## src/rtl/alu_seq_pkg.sv

```systemverilog
// Shared opcodes, FSM state type and opcode legality check for alu_seq.
// Opcode 1010 (MUL) is legal only when ALU_MUL_EN is defined.
package alu_seq_pkg;

  localparam logic [3:0] OP_ADD  = 4'b0000;
  localparam logic [3:0] OP_SUB  = 4'b0001;
  localparam logic [3:0] OP_AND  = 4'b0010;
  localparam logic [3:0] OP_OR   = 4'b0011;
  localparam logic [3:0] OP_XOR  = 4'b0100;
  localparam logic [3:0] OP_SLT  = 4'b0101;
  localparam logic [3:0] OP_SLTU = 4'b0110;
  localparam logic [3:0] OP_SLL  = 4'b0111;
  localparam logic [3:0] OP_SRL  = 4'b1000;
  localparam logic [3:0] OP_SRA  = 4'b1001;
  localparam logic [3:0] OP_MUL  = 4'b1010;

  typedef enum logic [0:0] {IDLE, MUL_BUSY} state_e;

  function automatic logic is_legal_op(input logic [3:0] op);
`ifdef ALU_MUL_EN
    return op <= OP_MUL;
`else
    return op <= OP_SRA;
`endif
  endfunction

endpackage

```

## src/rtl/alu_seq_if.sv

```systemverilog
// Operand/result handshake bundle between decode, alu_seq and writeback.
interface alu_seq_if #(
  parameter int unsigned WIDTH = 16
);
  logic             in_valid;
  logic             in_ready;
  logic [WIDTH-1:0] a;
  logic [WIDTH-1:0] b;
  logic [3:0]       alu_control;
  logic             out_valid;
  logic             out_ready;
  logic [WIDTH-1:0] result;
  logic             zero;
  logic             overflow;
  logic             carry;
  logic             err;

  modport master (
    output in_valid, a, b, alu_control, out_ready,
    input  in_ready, out_valid, result, zero, overflow, carry, err
  );

  modport slave (
    input  in_valid, a, b, alu_control, out_ready,
    output in_ready, out_valid, result, zero, overflow, carry, err
  );
endinterface

```

## src/rtl/alu_mul_iter.sv

```systemverilog
// Iterative shift-add unsigned multiplier: one multiplier bit per step, WIDTH steps.
// product/ovf are valid combinationally in the cycle done is high.
module alu_mul_iter #(
  parameter int unsigned WIDTH = 16
) (
  input  logic             clk,
  input  logic             rst,
  input  logic             start,
  input  logic             step,
  input  logic [WIDTH-1:0] a,
  input  logic [WIDTH-1:0] b,
  output logic             done,
  output logic [WIDTH-1:0] product,
  output logic             ovf
);
  localparam int unsigned CW = $clog2(WIDTH);

  logic [2*WIDTH-1:0] acc_q, mcand_q, acc_next;
  logic [WIDTH-1:0]   mplier_q;
  logic [CW-1:0]      count_q;

  assign acc_next = acc_q + (mplier_q[0] ? mcand_q : '0);

  always_ff @(posedge clk) begin
    if (rst) begin
      acc_q    <= '0;
      mcand_q  <= '0;
      mplier_q <= '0;
      count_q  <= '0;
    end else if (start) begin
      acc_q    <= '0;
      mcand_q  <= {{WIDTH{1'b0}}, a};
      mplier_q <= b;
      count_q  <= '0;
    end else if (step) begin
      acc_q    <= acc_next;
      mcand_q  <= mcand_q << 1;
      mplier_q <= mplier_q >> 1;
      count_q  <= count_q + 1'b1;
    end
  end

  // The last step's partial sum goes straight to the result registers.
  assign done    = step && (count_q == CW'(WIDTH - 1));
  assign product = acc_next[WIDTH-1:0];
  assign ovf     = |acc_next[2*WIDTH-1:WIDTH];

endmodule

```

## src/rtl/alu_seq.sv

```systemverilog
// Handshaked WIDTH-bit ALU with registered result stage.
// Define ALU_MUL_EN to build the iterative multiplier (opcode 1010); otherwise MUL is illegal.
module alu_seq
  import alu_seq_pkg::*;
#(
  parameter int unsigned WIDTH   = 16,
  parameter int unsigned SHAMT_W = $clog2(WIDTH)
) (
  input logic      clk,
  input logic      rst,
  alu_seq_if.slave bus
);
  localparam int unsigned MSB = WIDTH - 1;

  if (WIDTH < 4 || (WIDTH & (WIDTH - 1)) != 0) begin : g_bad_width
    $error("alu_seq: WIDTH must be a power of 2 and at least 4");
  end

  state_e           state_q, state_d;
  logic             out_valid_q, out_valid_d;
  logic [WIDTH-1:0] result_q, result_d;
  logic             zero_q, zero_d, ovf_q, ovf_d, carry_q, carry_d, err_q, err_d;

  logic             in_ready, accept, is_mul, mul_start, mul_step, mul_done, mul_ovf;
  logic [WIDTH-1:0] mul_product;

  logic [WIDTH-1:0]   op_a, op_b, op_res;
  logic               op_ovf, op_carry, op_err;
  logic [WIDTH:0]     sum_c, diff_c;
  logic [SHAMT_W-1:0] shamt;

  assign op_a   = bus.a;
  assign op_b   = bus.b;
  assign shamt  = op_b[SHAMT_W-1:0];
  assign sum_c  = {1'b0, op_a} + {1'b0, op_b};
  // a + ~b + 1: bit WIDTH is the NOT-borrow carry.
  assign diff_c = {1'b0, op_a} + {1'b0, ~op_b} + {{WIDTH{1'b0}}, 1'b1};

  always_comb begin
    op_res   = '0;
    op_ovf   = 1'b0;
    op_carry = 1'b0;
    op_err   = !is_legal_op(bus.alu_control);
    case (bus.alu_control)
      OP_ADD: begin
        op_res   = sum_c[MSB:0];
        op_carry = sum_c[WIDTH];
        op_ovf   = (op_a[MSB] == op_b[MSB]) && (sum_c[MSB] != op_a[MSB]);
      end
      OP_SUB: begin
        op_res   = diff_c[MSB:0];
        op_carry = diff_c[WIDTH];
        op_ovf   = (op_a[MSB] != op_b[MSB]) && (diff_c[MSB] != op_a[MSB]);
      end
      OP_AND:  op_res = op_a & op_b;
      OP_OR:   op_res = op_a | op_b;
      OP_XOR:  op_res = op_a ^ op_b;
      OP_SLT:  op_res = {{(WIDTH-1){1'b0}}, $signed(op_a) < $signed(op_b)};
      OP_SLTU: op_res = {{(WIDTH-1){1'b0}}, op_a < op_b};
      OP_SLL:  op_res = op_a << shamt;
      OP_SRL:  op_res = op_a >> shamt;
      OP_SRA:  op_res = $signed(op_a) >>> shamt;
      default: op_res = '0;
    endcase
  end

  assign in_ready = (state_q == IDLE) && (!out_valid_q || bus.out_ready);
  assign accept   = bus.in_valid && in_ready;
  assign mul_step = (state_q == MUL_BUSY);

`ifdef ALU_MUL_EN
  assign is_mul = (bus.alu_control == OP_MUL);

  alu_mul_iter #(
    .WIDTH(WIDTH)
  ) u_mul (
    .clk    (clk),
    .rst    (rst),
    .start  (mul_start),
    .step   (mul_step),
    .a      (op_a),
    .b      (op_b),
    .done   (mul_done),
    .product(mul_product),
    .ovf    (mul_ovf)
  );
`else
  assign is_mul      = 1'b0;
  assign mul_done    = 1'b0;
  assign mul_product = '0;
  assign mul_ovf     = 1'b0;
`endif

  always_comb begin
    state_d     = state_q;
    out_valid_d = out_valid_q;
    result_d    = result_q;
    zero_d      = zero_q;
    ovf_d       = ovf_q;
    carry_d     = carry_q;
    err_d       = err_q;
    mul_start   = 1'b0;
    if (out_valid_q && bus.out_ready) out_valid_d = 1'b0;
    case (state_q)
      IDLE: begin
        if (accept) begin
          if (is_mul) begin
            mul_start = 1'b1;
            state_d   = MUL_BUSY;
          end else begin
            out_valid_d = 1'b1;
            result_d    = op_res;
            zero_d      = (op_res == '0);
            ovf_d       = op_ovf;
            carry_d     = op_carry;
            err_d       = op_err;
          end
        end
      end
      MUL_BUSY: begin
        if (mul_done) begin
          state_d     = IDLE;
          out_valid_d = 1'b1;
          result_d    = mul_product;
          zero_d      = (mul_product == '0);
          ovf_d       = mul_ovf;
          carry_d     = 1'b0;
          err_d       = 1'b0;
        end
      end
      default: state_d = IDLE;
    endcase
  end

  always_ff @(posedge clk) begin
    if (rst) begin
      state_q     <= IDLE;
      out_valid_q <= 1'b0;
      result_q    <= '0;
      zero_q      <= 1'b0;
      ovf_q       <= 1'b0;
      carry_q     <= 1'b0;
      err_q       <= 1'b0;
    end else begin
      state_q     <= state_d;
      out_valid_q <= out_valid_d;
      result_q    <= result_d;
      zero_q      <= zero_d;
      ovf_q       <= ovf_d;
      carry_q     <= carry_d;
      err_q       <= err_d;
    end
  end

  assign bus.in_ready  = in_ready;
  assign bus.out_valid = out_valid_q;
  assign bus.result    = result_q;
  assign bus.zero      = zero_q;
  assign bus.overflow  = ovf_q;
  assign bus.carry     = carry_q;
  assign bus.err       = err_q;

endmodule

```

## src/flat_wrapper.sv

```systemverilog
// flat-port wrapper written by rule: the top's interface ports become plain ports
module alu_seq_flat import alu_seq_pkg::*;
#(
  parameter int unsigned WIDTH   = 16,
  parameter int unsigned SHAMT_W = $clog2(WIDTH)
)
  (clk, rst, bus_in_valid, bus_a, bus_b, bus_alu_control, bus_out_ready, bus_in_ready, bus_out_valid, bus_result, bus_zero, bus_overflow, bus_carry, bus_err);
  alu_seq_if #(.WIDTH(WIDTH)) bus_i ();
  input logic clk;
  input logic rst;
  input wire logic [$bits(bus_i.in_valid)-1:0] bus_in_valid;
  input wire logic [$bits(bus_i.a)-1:0] bus_a;
  input wire logic [$bits(bus_i.b)-1:0] bus_b;
  input wire logic [$bits(bus_i.alu_control)-1:0] bus_alu_control;
  input wire logic [$bits(bus_i.out_ready)-1:0] bus_out_ready;
  output wire logic [$bits(bus_i.in_ready)-1:0] bus_in_ready;
  output wire logic [$bits(bus_i.out_valid)-1:0] bus_out_valid;
  output wire logic [$bits(bus_i.result)-1:0] bus_result;
  output wire logic [$bits(bus_i.zero)-1:0] bus_zero;
  output wire logic [$bits(bus_i.overflow)-1:0] bus_overflow;
  output wire logic [$bits(bus_i.carry)-1:0] bus_carry;
  output wire logic [$bits(bus_i.err)-1:0] bus_err;
  assign bus_i.in_valid = bus_in_valid;
  assign bus_i.a = bus_a;
  assign bus_i.b = bus_b;
  assign bus_i.alu_control = bus_alu_control;
  assign bus_i.out_ready = bus_out_ready;
  assign bus_in_ready = bus_i.in_ready;
  assign bus_out_valid = bus_i.out_valid;
  assign bus_result = bus_i.result;
  assign bus_zero = bus_i.zero;
  assign bus_overflow = bus_i.overflow;
  assign bus_carry = bus_i.carry;
  assign bus_err = bus_i.err;
  alu_seq #(.WIDTH(WIDTH), .SHAMT_W(SHAMT_W)) u_core (.clk(clk), .rst(rst), .bus(bus_i));
endmodule
```

## config.mk

```make
export PLATFORM = sky130hd
export DESIGN_NAME = alu_seq_flat
export DESIGN_NICKNAME = d
export VERILOG_FILES = /design/src/rtl/alu_seq_pkg.sv /design/src/rtl/alu_seq_if.sv /design/src/rtl/alu_mul_iter.sv /design/src/rtl/alu_seq.sv /design/src/flat_wrapper.sv
export SDC_FILE = /design/constraint.sdc
export NUM_CORES = 1
export LEC_CHECK = 0
export ABC_CLOCK_PERIOD_IN_PS = 3300
export BUFFER_PORTS_ARGS = -buffer_cell sky130_fd_sc_hd__buf_2
export CAP_MARGIN = 20
export CORE_UTILIZATION = 35
export DETAILED_ROUTE_END_ITERATION = 8
export GPL_ROUTABILITY_DRIVEN = 0
export PLACE_DENSITY = 0.54
export SETUP_SLACK_MARGIN = 0.1
export SYNTH_ARGS = -nofsm -noshare
export SYNTH_HDL_FRONTEND = slang
export SYNTH_SLANG_ARGS = --single-unit
```

## constraint.sdc

```tcl
create_clock -name clk -period 3.3 [get_ports clk]
set_input_delay 0.66 -clock clk [delete_from_list [all_inputs] [get_ports clk]]
set_output_delay 0.66 -clock clk [all_outputs]
set_load 0.02 [all_outputs]
```

==> reports/metrics.cfg, run 1 <==
[status]
status=finished, final reports clean

[floorplan]
die_width_um=120
row_count=42
io_pins=62
core_area_sq_um=13500
die-area_sq_um=14500
initial_core_util_pct=36.4
die_y_um=120

[sta]
hold_viol_final=0
setup_ws_ps=119
rsz0062_at_grt=true
finalCriticalPeriod_ps=3180
fmax_mhz=314
setup_violations=0
period_share_pct=96.4
drv_slew=0
tns_ps=0
max_slew_margin_pct=27.1
finalClockSkew_ps=3.36
worst_pin_slew_ps=1080

[final_layout]
nets=889
fill_cells=1436
synthToLayoutAreaGrowth_pct=29.8
regArea_sq_um=420
multi_input_area_sq_um=4260
stdcell_count=971
layout-drive-gt1-share_pct=31.8
post-route-util_pct=47.2
diodes=0

[synthesis]
yosysMostFrequentCell=nor2_1
synthesis.nets=753
synth_seq_cells=21
synth.area.top_cells=ha_1, dfxtp_1, mux4_2
synthTopCellsByCount=nor2_1, inv_1, ha_1
netlist_instances=660
synth_edf_count=0
syn_area_sq_um=4890
async_flop_share_pct=0
synth_top_area_share_pct=13.0
ys_types=73
ys_seq_area_share_pct=8.59
post_synth.cell_area_avg_sq_um=7.41
synth_ff_type=dfxtp_1
synth_top_cell_by_area=ha_1
ys_warn_count=0

[worst_setup_path]
critPathCaptureType=flip-flop
worstPathMaxFanout=4
path_class=input port to flip-flop
cp.required_ps=3500
worst_setup_path_start_kind=input port
worst_ep_arrival_time_ps=3380

[place]
dp_hpwl_um=15700
place_inst=964
pre_cts_slack_ps=-279
io_buffers=61

[routing]
wl_met1_um=8240
drtIter0Drc=452
drt_wl_total_um=19100
route.met2.wl_um=8830
vias=5802
drc=0
wl_per_cell_um=19.7
dr.pass1.iters=6
vias_per_cell=5.98
routed.top_layer=met4
met3_length_um=1310
postRouteAntennaNets=0

[clocking]
cts.clk_slew.worst_paths_ps=50
cts.path.max_buffers=2
htree_num_levels=1
cts-root-buf=clkbuf_16
cts_buffers=3
ctsHoldBuffers=0
clk_latency_ps=250
cts_tree=built
clock-sinks=21

[global_route]
grt_max_degree=30
grt_overflow=0
grt_pass1_wl_um=29500
globalRouteTotalUtil_pct=25.8
antenna_found_initial=0
grt_pass1_vias=5491

[power_and_ir_drop]
ir_worst_vdd_uv=150
p_leak_nw=2.85
power_w=0.00152
powerDensity_nw_per_um2=239

[flow_run]
drv_cap=0

[hold_path]
hold_path_class=flip-flop to flip-flop

kinds of logic (layout without fill, tap and decap cells):
| logic type | Yosys count | count (layout) | share of synthesized area (%) |
|---|---|---|---|
| buf+inv | 99 | 234 | 8.93 |
| mux | 48 | 48 | 13.8 |
| compound gates | 214 | 214 | 31.2 |
| fa+ha+maj | 53 | 53 | 13.9 |
| simple gates | 217 | 217 | 22.1 |
| xor+xnor | 8 | 8 | 1.43 |
| flops | 21 | 21 | 8.59 |
flip-flops by register name, summed over array words and instances, names as in the netlist:
signal and count:
u_core.bus.carry 1, u_core.bus.err 1, u_core.bus.result 16, u_core.bus.overflow 1, u_core.bus.out_valid 1, u_core.bus.zero 1
area by class of cell:
cell class	instances	share of cell area [%]
tap	176	3.47
timing repair buffer	176	18.5
multi-input combinational	540	67.0
clock buffer	3	1.18
inverter	54	3.19
clock inverter	1	0.0788
sequential	21	6.62
cells in the final DEF (no fill, tap or decap), types with 6 or more instances in the layout:
master / n
o221ai_1: 6
a211o_1: 8
o21ai_0: 31
xnor2_1: 6
nor2b_1: 10
inv_1: 51
a31oi_1: 11
a21o_1: 6
mux2i_1: 23
a21oi_1: 34
a211oi_1: 22
a221o_1: 6
nor2_1: 74
o211ai_1: 11
ha_1: 47
buf_2: 61
a211oi_2: 6
o22ai_1: 6
nor3_1: 13
a22oi_1: 8
buf_4: 114
nand3_1: 22
nand2_1: 45
dfxtp_1: 21
and3_1: 6
mux4_2: 13
o31ai_1: 6
through the flow:
stage / cell area (sq um) / hold WS, ps
finish: 6350 / 455
global route: 6350 / 470
CTS: 6210 / 455
detailed placement: 6070 / 449
global placement: 6070 / 443
floorplan: 4940 / 530
timing repair:
item,4_1_cts,5_1_grt
resized for setup,9,29
buffers inserted,2,1
cloned,0,0
endpoints found under the setup margin,3,8
pin swaps,4,16
worst max-delay path: stages:
cell,delay [ps]
buf_2,100
inv_2,60
ha_1,330
a211o_1,360
a2111oi_4,450
nor2_1,120
a221o_1,350
a211oi_2,330
nand3_2,150
nor4_4,270
a41o_1,190
final timing paths:
| check | slack, ps | to | startpoint | depth (start not counted) |
|---|---|---|---|---|
| max | 120 | u_core.bus.zero | bus_b[1] | 11 |
| min | 450 | u_core.bus.err | u_core.bus.err | 2 |
| max reg2reg | 1280 | u_core.bus.zero | u_core.bus.out_valid | 8 |
| min reg2reg | 450 | u_core.bus.err | u_core.bus.err | 2 |
where the power goes:
| part | switching (W) | total (W) | internal (W) |
|---|---|---|---|
| combinational | 0.000562 | 0.000989 | 0.000427 |
| sequential | 0.00000886 | 0.000282 | 0.000273 |
| clock | 0.0000834 | 0.000246 | 0.000162 |
| total | 0.000655 | 0.00152 | 0.000863 |
routing by layer:
metal  track usage [%]  vias to the layer above
li1                  -                     2736
met1              34.5                     2717
met2              42.2                      307
met3              2.97                       42
met4              10.7                        0
met5                 0                        -
Note: power is estimated with default switching activity, not from simulation.
==> run 2: changes to the inputs <==
--- a/config.mk
+++ b/config.mk
@@ -7,10 +7,11 @@
 export LEC_CHECK = 0
 export ABC_CLOCK_PERIOD_IN_PS = 3300
 export BUFFER_PORTS_ARGS = -buffer_cell sky130_fd_sc_hd__buf_2
-export CAP_MARGIN = 20
+export CAP_MARGIN = 0
 export CORE_UTILIZATION = 35
 export DETAILED_ROUTE_END_ITERATION = 8
 export GPL_ROUTABILITY_DRIVEN = 0
+export GPL_TIMING_DRIVEN = 0
 export PLACE_DENSITY = 0.54
 export SETUP_SLACK_MARGIN = 0.1
 export SYNTH_ARGS = -nofsm -noshare
==> run 2 against run 1 <==
Net effect: first-iteration DRC count rose by 52%; sequential power barely moved; non-clock buffer count fell by 36; critical path depth rose by 2; combinational power barely moved.
==> reports/metrics.cfg, run 2 (same netlist as run 1, synthesis figures left out) <==
[global_route]
globalRouteMet2Util_pct=44.8  ; +2.6 points
use_met3_pct=2.74  ; -0.24 points
grt_max_degree=13  ; -57%
grt.busiest_layer=met2
globalRouteTotalUtil_pct=27.3  ; +1.5 points
grt_overflow=0  ; unchanged
grt_pass1_vias=5464  ; -0.49%
use_met1_pct=36.7  ; +2.3 points
antenna_found_initial=0  ; unchanged
grt_pass1_wl_um=30900  ; +4.8%

[flow_run]
drv_cap=0  ; unchanged

[worst_setup_path]
reg2regPathDepth=8  ; unchanged
worst_setup_path_start_kind=input port
worst_ep_arrival_time_ps=3470  ; +90 ps
worstSetupEndpoint=u_core.bus.zero
path_class=input port to flip-flop
r2r_end=u_core.bus.zero
r2r_setup_slack_ps=1210  ; -70 ps
r2r_start=u_core.bus.out_valid
startpoint=bus_b[1]
critPathCaptureType=flip-flop
worstPathMaxFanout=10  ; +6
cp.required_ps=3490  ; about the same

[power_and_ir_drop]
powerDensity_nw_per_um2=242  ; +1.3%
p_leak_nw=2.67  ; -6.5%
power_w=0.00152  ; +0.11%
ir_worst_vdd_uv=121  ; -19%

[final_layout]
layout-drive-gt1-share_pct=28.9  ; -3.0 points
fill_cells=1395  ; -2.9%
regArea_sq_um=420  ; unchanged
diodes=0  ; unchanged
multi_input_area_sq_um=4450  ; +4.6%
mostFrequentLayoutCells=nor2_1, buf_2, inv_1, nand2_1, ha_1
design_area_sq_um=6280  ; -1.2%
synthToLayoutAreaGrowth_pct=28.3
largest_register_ffs=16  ; unchanged
nets=853  ; -4.0%
layout_commonest_cell=nor2_1

[place]
placed_area_sq_um=5460  ; -10%
io_buffers=61  ; unchanged
dp_hpwl_um=15500  ; -0.98%

[routing]
dr.pass1.iters=7  ; +1
drc=0  ; unchanged
drtIter0Drc=686  ; +52%
postRouteAntennaNets=0  ; unchanged
wl_per_cell_um=21.5  ; +9.6%
vias=5916  ; +2.0%
drt_wl_total_um=20100  ; +5.6%
vias_per_cell=6.33  ; +5.9%

[sta]
period_share_pct=99.3  ; +2.9 points
max_slew_margin_pct=9.89  ; -17 points
rsz0062_at_grt=true
worst_pin_slew_ps=1340  ; +263 ps
hold_viol_final=0  ; unchanged
finalClockSkew_ps=1.54  ; -1.82 ps
fmax_mhz=305  ; -2.9%
setup_violations=0  ; unchanged
finalCriticalPeriod_ps=3280  ; +96.5 ps
drv_slew=0  ; unchanged

[clocking]
htree_num_levels=1  ; unchanged
cts_tree=built
ctsHoldBuffers=0  ; unchanged
cts-root-buf=clkbuf_16
clk_latency_ps=250  ; about the same
clock-sinks=21  ; unchanged
cts.clk_slew.worst_paths_ps=50  ; about the same
cts_buffers=3  ; unchanged
cts.path.max_buffers=2  ; unchanged

[hold_path]
hold_path_class=flip-flop to flip-flop

[status]
status=finished, final reports clean

[floorplan]
core_area_sq_um=13500  ; unchanged
die_y_um=120  ; unchanged
die_width_um=120  ; unchanged
row_count=42  ; unchanged
initial_core_util_pct=36.4  ; unchanged
io_pins=62  ; unchanged
die-area_sq_um=14500  ; unchanged

[run 2: per-stage QoR]
stage	cells	hold slack, ps	utilization, %	setup TNS (ps)	worst slack, ps
final	935	460	46.7	0	22.9
after global routing	935	484	46.7	-76.1	-63.8
after CTS	923	460	45.0	0	94.8
after detailed placement	897	452	40.6	-4020	-694
after global placement	897	445	40.6	-3650	-682
after floorplan	660	530	-	0	105
[run 2: power by group]
| part | leakage, nW | internal, W | switching, W |
|---|---|---|---|
| Sequential | 0.173 | 0.000273 | 0.00000977 |
| Clock | 0.0382 | 0.000164 | 0.0000841 |
| Combinational | 2.45 | 0.000395 | 0.000593 |
| Total | 2.67 | 0.000832 | 0.000686 |
[run 2: worst min-delay path by stage]
stage / startpoint / end / slack, ps / depth (start not counted)
2_1_floorplan: u_core.bus.err / u_core.bus.err / 530 / 2
4_1_cts: u_core.bus.err / u_core.bus.err / 460 / 2
3_5_place_dp: u_core.bus.err / u_core.bus.err / 450 / 2
3_3_place_gp: u_core.bus.err / u_core.bus.err / 450 / 2
6_report: u_core.bus.err / u_core.bus.err / 460 / 2
5_1_grt: u_core.bus.err / u_core.bus.err / 480 / 2
[run 2: layout make-up]
type	instances	share of cell area, %
Buffer	44	4.46
Clock buffer	4	1.26
Inverter	54	3.33
Multi-Input combinational cell	540	70.9
Sequential cell	21	6.70
Tap cell	176	3.51
Timing Repair Buffer	96	9.83
[run 2: timing repair]
action / 4_1_cts / 5_1_grt
endpoints found under the setup margin: 9 / 7
resized for setup: 74 / 38
buffers inserted: 22 / 13
pin swaps: 29 / 22
endpoints found under the hold margin: 0 / 0
[run 2: worst max-delay path, stage by stage]
cell and delay [ps]:
buf_8 70, buf_6 100, buf_4 100, buf_4 140
buf_2 260, mux4_2 380, a221o_1 330, o22ai_2 230
nand4_1 300, nor3b_2 250, nand3_1 150, nor4_4 310
a41o_1 200
[run 2: per-layer routing]
metal | share of wire (%) | vias to the layer above
met1 | 41 | 2809
met5 | 0 | -
li1 | - | 2673
met4 | 4.7 | 0
met3 | 8.9 | 70
met2 | 45 | 364
==> run 3: changes to the inputs <==
--- a/config.mk
+++ b/config.mk
@@ -10,9 +10,8 @@
 export CAP_MARGIN = 0
 export CORE_UTILIZATION = 35
 export DETAILED_ROUTE_END_ITERATION = 8
-export GPL_ROUTABILITY_DRIVEN = 0
 export GPL_TIMING_DRIVEN = 0
-export PLACE_DENSITY = 0.54
+export PLACE_DENSITY_LB_ADDON = 0.2
 export SETUP_SLACK_MARGIN = 0.1
 export SYNTH_ARGS = -nofsm -noshare
 export SYNTH_HDL_FRONTEND = slang
==> constraint.sdc (replaced) <==
create_clock -name clk -period 3.3 [get_ports clk]
set_input_delay 0.66 -clock clk [delete_from_list [all_inputs] [get_ports clk]]
set_output_delay 0.66 -clock clk [all_outputs]
set_load 0.005 [all_outputs]
==> run 3 against run 2 <==
Net effect: core utilization is 0.15 points higher; hold slack improved by 5.2 ps; design area rose by 0.32%; register-to-register slack got worse by 20 ps; setup slack improved by 35 ps; clock skew is essentially flat.
==> reports/metrics.cfg, run 3 (same netlist as run 1, synthesis figures left out) <==
[power_and_ir_drop]
p_leak_nw=2.64  ; -0.89%
netSwitchingFraction_pct=44.9  ; -0.26 points
ir_worst_vdd_uv=123  ; +1.1%
p_sw_w=0.000683  ; -0.52%
internal_power_w=0.000837  ; +0.53%
combPwrFrac_pct=64.8  ; -0.2 points
clkPwrFrac_pct=16.6  ; +0.3 points
sequentialPowerShare_pct=18.6  ; about the same
powerDensity_nw_per_um2=241  ; -0.27%

[worst_setup_path]
crit_path_max_incr_delay_ps=380  ; about the same
worst_setup_path_start_kind=input port
critPathCaptureType=flip-flop
worstPathMaxFanout=8  ; -2
cp.required_ps=3500  ; about the same
path_cells=clkbuf_4 -> clkinvlp_4 -> ha_1 -> buf_4 -> nor2b_1 -> o21a_1 -> nor2_1 -> a221o_1 -> a221o_1 -> a211oi_4 -> nand3_2 -> nor4_4 -> a41o_1
worst_ep_arrival_time_ps=3440  ; -30 ps
path_common_cell=a221o_1
path_class=input port to flip-flop
cp_slowest_cell=a221o_1

[clocking]
cts_buffers=3  ; unchanged
clk_latency_ps=250  ; about the same
htree_num_levels=1  ; unchanged
cts.path.max_buffers=2  ; unchanged
clock-sinks=21  ; unchanged
cts-root-buf=clkbuf_16
cts_tree=built
cts.clk_slew.worst_paths_ps=50  ; about the same

[sta]
finalClockSkew_ps=1.81  ; +0.274 ps
setup_ws_ps=58.1  ; +35.2 ps
fmax_mhz=308  ; +1.1%
hold_viol_final=0  ; unchanged
worst_pin_slew_ps=941  ; -399 ps
hold_slack_ps=465  ; +5.19 ps
period_share_pct=98.2  ; -1.1 points
finalCriticalPeriod_ps=3240  ; -35.2 ps
setup_violations=0  ; unchanged
tns_ps=0  ; unchanged
rsz0062_at_grt=true
drv_slew=0  ; unchanged
max_slew_margin_pct=37.1  ; +27 points

[routing]
vias=5832  ; -1.4%
vias_per_cell=6.29  ; -0.57%
drtIter0Drc=594  ; -13%
drt_wl_total_um=20900  ; +3.6%
drc=0  ; unchanged
postRouteAntennaNets=0  ; unchanged
wl_per_cell_um=22.5  ; +4.5%
dr.pass1.iters=7  ; unchanged

[floorplan]
row_count=42  ; unchanged
core_area_sq_um=13500  ; unchanged
die_y_um=120  ; unchanged
die_width_um=120  ; unchanged
initial_core_util_pct=36.4  ; unchanged
io_pins=62  ; unchanged
die-area_sq_um=14500  ; unchanged

[global_route]
grt_max_degree=13  ; unchanged
antenna_found_initial=0  ; unchanged
globalRouteTotalUtil_pct=28.3  ; +1.0 points
grt_pass1_vias=5403  ; -1.1%
grt_overflow=0  ; unchanged
grt_pass1_wl_um=31500  ; +1.9%

[final_layout]
largest_register_ffs=16  ; unchanged
synthToLayoutAreaGrowth_pct=28.7
layout_commonest_cell=nor2_1
nets=845  ; -0.94%
stdcell_count=927  ; -0.86%
layout-drive-gt1-share_pct=29.7  ; +0.84 points
diodes=0  ; unchanged
mostFrequentLayoutCells=nor2_1, buf_2, inv_1, nand2_1, ha_1

[place]
place_inst=897  ; unchanged
globalplace.congestion=0.967
dp_hpwl_um=16400  ; +5.7%
io_buffers=61  ; unchanged
pre_cts_slack_ps=-829  ; -135 ps

[hold_path]
hold_path_class=flip-flop to flip-flop

[status]
status=finished, final reports clean

[flow_run]
drv_cap=0  ; unchanged

-- run 3: cell count changes in the layout (fill, tap and decap cells not counted), sizes merged --
cell,previous run,this run
buf,119,110
clkbuf,25,26
-- run 3: stage by stage --
stage,instance area [sq um],power [W],utilization [%]
2_1_floorplan,4940,0.000812,-
3_3_place_gp,5460,0.00107,40.6
3_5_place_dp,5470,0.00107,40.6
4_1_cts,6040,0.00143,44.9
5_1_grt,6300,0.00160,46.8
6_report,6300,0.00152,46.8
-- run 3: final cells by class --
class / count / area (sq um)
clock buffer: 4 / 78.8
sequential: 21 / 420
multi-input combinational: 540 / 4520
inverter: 54 / 216
fill: 1366 / 7160
tap: 176 / 220
buffer: 43 / 288
timing repair buffer: 89 / 557
-- run 3: timing repair --
item	CTS	global route
pin swaps	31	27
setup buffers	19	9
cloned	0	0
endpoints found under the setup margin	9	7
resized for setup	73	50
hold buffers	0	0
-- run 3: metal layers --
metal  wire length, um  global-route usage [%]
met5                 0                       0
met4               771                    10.9
met1              8830                    38.2
met3              1580                    3.21
met2              9690                    46.1
-- run 3: critical path, delay by kind of cell --
family	cells	cell delay [ps]
and+or+nand+nor	4	630
AOI/OAI and AO/OA	5	1410
buffers and inverters	3	430
adders and majority gates	1	300
-- run 3: power groups by stage --
stage	clock [W]	combinational [W]	sequential (W)
4_1_cts	0.000252	0.000894	0.000283
2_1_floorplan	0	0.000522	0.000290
6_report	0.000252	0.000985	0.000283
3_5_place_dp	0	0.000785	0.000288
3_3_place_gp	0	0.000779	0.000287
5_1_grt	0.000265	0.00105	0.000285
-- run 3: worst paths after layout --
check	start	to	slack, ps	cells after the start
worst max register to register	u_core.bus.out_valid	u_core.bus.zero	1190	8
worst min-delay path	u_core.bus.overflow	u_core.bus.overflow	460	2
worst max-delay path	bus_b[3]	u_core.bus.zero	60	13
worst min register to register	u_core.bus.overflow	u_core.bus.overflow	460	2
